<file path="config.mk">
export PLATFORM = sky130hd
export DESIGN_NAME = hitbox_collision_engine_flat
export DESIGN_NICKNAME = d
export VERILOG_FILES = /design/src/rtl/hitbox_collision_engine_if.sv /design/src/rtl/hitbox_collision_engine.sv /design/src/flat_wrapper.sv
export SDC_FILE = /design/constraint.sdc
export NUM_CORES = 1
export LEC_CHECK = 0
export BUFFER_PORTS_ARGS = -buffer_cell sky130_fd_sc_hd__buf_4
export CELL_PAD_IN_SITES_DETAIL_PLACEMENT = 0
export CELL_PAD_IN_SITES_GLOBAL_PLACEMENT = 2
export CORE_ASPECT_RATIO = 1.4
export CORE_MARGIN = 8
export CORE_UTILIZATION = 38
export DETAILED_ROUTE_END_ITERATION = 10
export PLACE_DENSITY_LB_ADDON = 0.1
export SLEW_MARGIN = 30
export SYNTH_ARGS = -nofsm -noshare
export SYNTH_HDL_FRONTEND = slang
export SYNTH_SLANG_ARGS = --single-unit
</file>
<file path="constraint.sdc">
create_clock -name CLK_20Hz -period 4 [get_ports CLK_20Hz]
set_input_delay 0.4 -clock CLK_20Hz [delete_from_list [all_inputs] [get_ports CLK_20Hz]]
set_output_delay 0.4 -clock CLK_20Hz [all_outputs]
set_load 0.01 [all_outputs]
</file>
<file path="src/rtl/hitbox_collision_engine_if.sv">
// Request/result bundle between a game-logic master and the hitbox collision engine.
interface hitbox_collision_engine_if #(
    parameter int N_PLAYERS = 2,
    parameter int COORD_W   = 7
);
    logic                         start;
    logic [N_PLAYERS*COORD_W-1:0] pos_x;
    logic [N_PLAYERS*COORD_W-1:0] pos_y;
    logic [N_PLAYERS-1:0]         active;
    logic                         busy;
    logic                         done;
    logic [N_PLAYERS-1:0]         collision;
    logic [N_PLAYERS-1:0]         hit_pulse;

    modport master (
        output start, pos_x, pos_y, active,
        input  busy, done, collision, hit_pulse
    );

    modport slave (
        input  start, pos_x, pos_y, active,
        output busy, done, collision, hit_pulse
    );
endinterface

</file>
<file path="src/rtl/hitbox_collision_engine.sv">
// Pairwise AABB overlap scanner: one player pair per cycle over a snapshot,
// with per-player cooldown gating of the new-hit strobe.
module hitbox_collision_engine #(
    parameter int N_PLAYERS = 2,
    parameter int COORD_W   = 7,
    parameter int HIT_W     = 10,
    parameter int HIT_H     = 16,
    parameter int COOLDOWN  = 10
) (
    input  logic CLK_20Hz,
    input  logic reset,
    hitbox_collision_engine_if.slave bus
);
    localparam int IDX_W = $clog2(N_PLAYERS);
    localparam int CD_W  = $clog2(COOLDOWN + 1);
    localparam logic [COORD_W:0] THR_X = (COORD_W+1)'(2 * HIT_W);
    localparam logic [COORD_W:0] THR_Y = (COORD_W+1)'(2 * HIT_H);

    typedef enum logic [1:0] {
        IDLE   = 2'd0,
        SCAN   = 2'd1,
        REPORT = 2'd2
    } state_t;

    state_t               state_r;
    state_t               state_s;
    logic [COORD_W-1:0]   snap_x_r [N_PLAYERS];
    logic [COORD_W-1:0]   snap_y_r [N_PLAYERS];
    logic [N_PLAYERS-1:0] snap_act_r;
    logic [N_PLAYERS-1:0] scratch_r;
    logic [N_PLAYERS-1:0] collision_r;
    logic [N_PLAYERS-1:0] hit_pulse_r;
    logic [N_PLAYERS-1:0] hit_s;
    logic [N_PLAYERS-1:0] cd_zero_s;
    logic [CD_W-1:0]      cd_r [N_PLAYERS];
    logic [IDX_W-1:0]     pi_r;
    logic [IDX_W-1:0]     pj_r;
    logic                 busy_r;
    logic                 done_r;
    logic                 last_pair_s;
    logic                 overlap_s;
    logic [COORD_W:0]     dx_s;
    logic [COORD_W:0]     dy_s;

    // Unsigned distance, one bit wider so the far edges never wrap to a small value.
    function automatic logic [COORD_W:0] abs_diff(input logic [COORD_W-1:0] a,
                                                   input logic [COORD_W-1:0] b);
        if (a >= b) begin
            abs_diff = {1'b0, a} - {1'b0, b};
        end else begin
            abs_diff = {1'b0, b} - {1'b0, a};
        end
    endfunction

    // Overlap test for the pair currently selected by (pi_r, pj_r).
    always_comb begin
        dx_s        = abs_diff(snap_x_r[pi_r], snap_x_r[pj_r]);
        dy_s        = abs_diff(snap_y_r[pi_r], snap_y_r[pj_r]);
        overlap_s   = (dx_s < THR_X) && (dy_s < THR_Y) &&
                      snap_act_r[pi_r] && snap_act_r[pj_r];
        last_pair_s = (pi_r == IDX_W'(N_PLAYERS - 2)) && (pj_r == IDX_W'(N_PLAYERS - 1));
    end

    // A player may strobe only in REPORT and only once its lockout has expired.
    always_comb begin
        cd_zero_s = {N_PLAYERS{1'b0}};
        for (int i = 0; i < N_PLAYERS; i++) begin
            cd_zero_s[i] = (cd_r[i] == CD_W'(0));
        end
        if (state_r == REPORT) begin
            hit_s = scratch_r & cd_zero_s;
        end else begin
            hit_s = {N_PLAYERS{1'b0}};
        end
    end

    // Next-state logic.
    always_comb begin
        state_s = state_r;
        case (state_r)
            IDLE: begin
                if (bus.start) begin
                    state_s = SCAN;
                end else begin
                    state_s = IDLE;
                end
            end
            SCAN: begin
                if (last_pair_s) begin
                    state_s = REPORT;
                end else begin
                    state_s = SCAN;
                end
            end
            REPORT:  state_s = IDLE;
            default: state_s = IDLE;
        endcase
    end

    // State register.
    always_ff @(posedge CLK_20Hz) begin
        if (!reset) begin
            state_r <= IDLE;
        end else begin
            state_r <= state_s;
        end
    end

    // Snapshot capture, pair walk and scratch flag accumulation.
    always_ff @(posedge CLK_20Hz) begin
        if (!reset) begin
            for (int i = 0; i < N_PLAYERS; i++) begin
                snap_x_r[i] <= {COORD_W{1'b0}};
                snap_y_r[i] <= {COORD_W{1'b0}};
            end
            snap_act_r <= {N_PLAYERS{1'b0}};
            scratch_r  <= {N_PLAYERS{1'b0}};
            pi_r       <= {IDX_W{1'b0}};
            pj_r       <= {IDX_W{1'b0}};
        end else begin
            case (state_r)
                IDLE: begin
                    if (bus.start) begin
                        for (int i = 0; i < N_PLAYERS; i++) begin
                            snap_x_r[i] <= bus.pos_x[i*COORD_W +: COORD_W];
                            snap_y_r[i] <= bus.pos_y[i*COORD_W +: COORD_W];
                        end
                        snap_act_r <= bus.active;
                        scratch_r  <= {N_PLAYERS{1'b0}};
                        pi_r       <= {IDX_W{1'b0}};
                        pj_r       <= IDX_W'(1);
                    end
                end
                SCAN: begin
                    if (overlap_s) begin
                        scratch_r[pi_r] <= 1'b1;
                        scratch_r[pj_r] <= 1'b1;
                    end
                    if (pj_r == IDX_W'(N_PLAYERS - 1)) begin
                        pi_r <= pi_r + IDX_W'(1);
                        pj_r <= pi_r + IDX_W'(2);
                    end else begin
                        pj_r <= pj_r + IDX_W'(1);
                    end
                end
                default: begin
                end
            endcase
        end
    end

    // Registered status and result outputs.
    always_ff @(posedge CLK_20Hz) begin
        if (!reset) begin
            busy_r      <= 1'b0;
            done_r      <= 1'b0;
            collision_r <= {N_PLAYERS{1'b0}};
            hit_pulse_r <= {N_PLAYERS{1'b0}};
        end else begin
            busy_r      <= (state_s == SCAN);
            done_r      <= (state_r == REPORT);
            hit_pulse_r <= hit_s;
            if (state_r == REPORT) begin
                collision_r <= scratch_r;
            end
        end
    end

    // Per-player lockout counters run in every state and reload on a strobe.
    always_ff @(posedge CLK_20Hz) begin
        if (!reset) begin
            for (int i = 0; i < N_PLAYERS; i++) begin
                cd_r[i] <= CD_W'(0);
            end
        end else begin
            for (int i = 0; i < N_PLAYERS; i++) begin
                if (hit_s[i]) begin
                    cd_r[i] <= CD_W'(COOLDOWN);
                end else if (!cd_zero_s[i]) begin
                    cd_r[i] <= cd_r[i] - CD_W'(1);
                end
            end
        end
    end

    assign bus.busy      = busy_r;
    assign bus.done      = done_r;
    assign bus.collision = collision_r;
    assign bus.hit_pulse = hit_pulse_r;
endmodule

</file>
<file path="src/flat_wrapper.sv">
// flat-port wrapper written by rule: the top's interface ports become plain ports
module hitbox_collision_engine_flat 
#(
    parameter int N_PLAYERS = 2,
    parameter int COORD_W   = 7,
    parameter int HIT_W     = 10,
    parameter int HIT_H     = 16,
    parameter int COOLDOWN  = 10
)
  (CLK_20Hz, reset, bus_start, bus_pos_x, bus_pos_y, bus_active, bus_busy, bus_done, bus_collision, bus_hit_pulse);
  hitbox_collision_engine_if #(.N_PLAYERS(N_PLAYERS), .COORD_W(COORD_W)) bus_i ();
  input  logic CLK_20Hz;
  input  logic reset;
  input wire logic [$bits(bus_i.start)-1:0] bus_start;
  input wire logic [$bits(bus_i.pos_x)-1:0] bus_pos_x;
  input wire logic [$bits(bus_i.pos_y)-1:0] bus_pos_y;
  input wire logic [$bits(bus_i.active)-1:0] bus_active;
  output wire logic [$bits(bus_i.busy)-1:0] bus_busy;
  output wire logic [$bits(bus_i.done)-1:0] bus_done;
  output wire logic [$bits(bus_i.collision)-1:0] bus_collision;
  output wire logic [$bits(bus_i.hit_pulse)-1:0] bus_hit_pulse;
  assign bus_i.start = bus_start;
  assign bus_i.pos_x = bus_pos_x;
  assign bus_i.pos_y = bus_pos_y;
  assign bus_i.active = bus_active;
  assign bus_busy = bus_i.busy;
  assign bus_done = bus_i.done;
  assign bus_collision = bus_i.collision;
  assign bus_hit_pulse = bus_i.hit_pulse;
  hitbox_collision_engine #(.N_PLAYERS(N_PLAYERS), .COORD_W(COORD_W), .HIT_W(HIT_W), .HIT_H(HIT_H), .COOLDOWN(COOLDOWN)) u_core (.CLK_20Hz(CLK_20Hz), .reset(reset), .bus(bus_i));
endmodule
</file>
==> results.toml <==
[outcome]
status = "finished, final reports clean"

[synthesis]
synthXorXnorAreaFrac = 0.0180
synthesis.nets = 399
syn-cell-area_um2 = 3410
muxShareOfSynthArea = 0.103
seq_area_frac_synth = 0.411
synth_top_family_by_area = "compound AO/OA/AOI/OAI gates"
ys_types = 50
ys_ff_latch = 52
yosys.area.top_type = "edfxtp_1"
ys_async_sr_fraction = 0
ys_top_cells_by_area = "edfxtp_1 (32%), ha_1 (11%), mux2i_1 (10%)"
synth_top_area_frac = 0.317
synth_cells = 336
yosys.area_share.simple = 0.151
synthAdderAreaFrac = 0.110
synth_compound_area_frac = 0.151
synth_edf_count = 36
yosys_warnings = 0
synth_top_flop_cell = "edfxtp_1"
syn_area_per_cell_um2 = 10.2

[finish]
areaGrowthSynthToFinish_pct = 16.2
antenna_cells = 0
fin_nets = 436
drive_gt1_frac = 0.168

[power_and_ir_drop]
irDropWorstVdd_uv = 231
p_leak_nw = 1.80
p_per_area_nw_per_um2 = 441

[timing]
hold_violations = 0
fin_crit_ps = 3060
slew_violations = 0
setup_tns_ps = 0
slew_headroom = 0.558
grt_setup_unrepaired = "no"
fmax_ghz = 0.327
tightestPinTransition_ps = 662
post-route-period-util = 0.764
finalSetupViolCount = 0
finClkSkew_ps = 6.55
whs_ps = 360

[worst_setup_path]
worst_ep_arrival_time_ps = 3250
cp-start-kind = "flop"
r2r_slack_ps = 940
end_kind = "flop"
path_class = "reg2reg"
r2r_cells = 11
crit_required_ps = 4190
reg2reg_to = "u_core.scratch_r[1]$_SDFFE_PN0P_"
path_max_fanout = 13

[flow_run]
cap_violations = 0

[global_route]
grt_use_total = 0.130
grt_pass1_wl_mm = 12.5
grt_pass1_vias = 2582
gr-total-overflow = 0
antenna_found_initial = 0
grt_max_degree = 29

[clocking]
cts_buffer_depth = 2
cts.sinks = 52
postCtsSetupBuffers = 0
ctsResizeCount = 0
clk_pin_slew_worst_paths_ps = 70
worstSkewPairLatency_ps = 290
cts_tree = "built"
htree_levels = 2
cts_root_buf = "clkbuf_16"
holdBufCountCts = 0
cts_made_buffers = 5

[die]
die_w_um = 96.1
die_area_um2 = 12300
pin_count = 39
num_rows = 41
core_area_um2 = 8870
start_util = 0.384
die_h_um = 128

[routing]
drtAntennaViolNets = 0
drc = 0
firstDrtPassIters = 4
finalWirelength_mm = 7.38
dr_total_vias = 2438
wire_per_inst_um = 15.3
drt_iter0_drc = 129
viasPerCell = 5.07

[min_path]
hp-class = "in2reg"
worstHoldEndpoint = "u_core.snap_act_r[0]$_SDFFE_PN0P_"
hold_depth = 3
hp-start = "bus_active[0]"

[place]
io_buffer_count = 38
gp_congestion = 0.832
dp_hpwl_mm = 5.63
[cells in the mapped netlist (all sizes together), types with 4 or more instances]
library cell and number:
a21oi 17, nor2b 8, dfxtp 16, mux2i 35
nand2 12, nor3 5, nor2 25, ha 30
buf 4, nand3 5, o211ai 7, o21ai 10
inv 35, o21a 5, clkbuf 7, and2 29
a31oi 4, xnor2 4, edfxtp 36
[metal layers]
| metal | share of wire | global-route usage | vias up | wire (µm) |
|---|---|---|---|---|
| met5 | 0 | 0 | - | 0 |
| met3 | 0.028 | 0.0275 | 7 | 208 |
| met4 | 0.013 | 0.0418 | 0 | 93 |
| li1 | - | - | 1254 | - |
| met1 | 0.42 | 0.146 | 1145 | 3070 |
| met2 | 0.54 | 0.234 | 32 | 4000 |
[power breakdown]
group	switching, mW	internal [mW]
combinational	0.306	0.260
clock	0.195	0.285
sequential	0.0444	0.657
total	0.545	1.20
[how the worst max path moves through the flow]
stage                     from                               end  slack (ps)  depth (start not counted)
after CTS                 flop  u_core.scratch_r[1]$_SDFFE_PN0P_         920                         11
after global routing      flop  u_core.scratch_r[0]$_SDFFE_PN0P_         660                         11
final                     flop  u_core.scratch_r[1]$_SDFFE_PN0P_         940                         11
after detailed placement  flop  u_core.scratch_r[0]$_SDFFE_PN0P_         960                         11
after global placement    flop  u_core.scratch_r[0]$_SDFFE_PN0P_         960                         11
after floorplan           flop  u_core.scratch_r[0]$_SDFFE_PN0P_         910                         12
[state kept, by name, summed over array words and instances, names as in the netlist, named ones only]
signal and flops:
u_core.bus.busy 1, u_core.bus.collision 2, u_core.bus.done 1, u_core.bus.hit_pulse 2, u_core.cd_r 8, u_core.pi_r 1
u_core.pj_r 1, u_core.scratch_r 2, u_core.snap_act_r 2, u_core.snap_x_r 14, u_core.snap_y_r 14, u_core.state_r 2
[layout make-up]
| cell class | count | area (µm²) |
|---|---|---|
| tap | 107 | 134 |
| inverter | 36 | 135 |
| clock inverter | 1 | 3.75 |
| clock buffer | 7 | 164 |
| sequential | 52 | 1400 |
| multi-input combinational | 237 | 1820 |
| fill | 872 | 4910 |
| timing repair buffer | 41 | 308 |
[through the flow]
step                std cells  instance area, µm²  setup slack [ps]  power (mW)  utilization
detailed placement        473                3800               960        1.28        0.428
global placement          473                3800               964        1.28        0.428
global route              481                3970               655        1.88        0.447
finish                    481                3970               942        1.75        0.447
CTS                       481                3970               921        1.77        0.447
floorplan                 336                3410               907        1.15            -
[critical path: stages, from the launching register on]
cell	delay (ps)
dfxtp_1	350
buf_4	290
mux2i_1	270
inv_1	60
ha_1	420
a21oi_4	230
a21boi_1	120
a2111oi_0	440
a211o_1	170
o211ai_2	80
mux2i_1	150
o41ai_1	370
[cell usage in the layout, fill, tap and decap left out, drive strengths merged, types with 4 or more instances in the layout]
cell    instances
o21ai          10
a31oi           4
clkbuf          7
ha             30
dfxtp          16
nand3           5
and2           29
nor3            5
buf            41
a21oi          17
o21a            5
mux2i          35
edfxtp         36
o211ai          7
xnor2           4
nand2          12
nor2b           8
nor2           25
inv            35
[cells by family (layout without fill, tap and decap cells)]
kind of cell               count (synthesis)  in the layout
DFF                                       52             52
muxes                                     35             35
AOI/OAI and AO/OA                         69             69
buffers and inverters                     47             85
and+or+nand+nor                           96             96
adders and majority gates                 30             30
xor gates and xnor gates                   7              7
No activity file was read; power rests on OpenSTA's default activity.
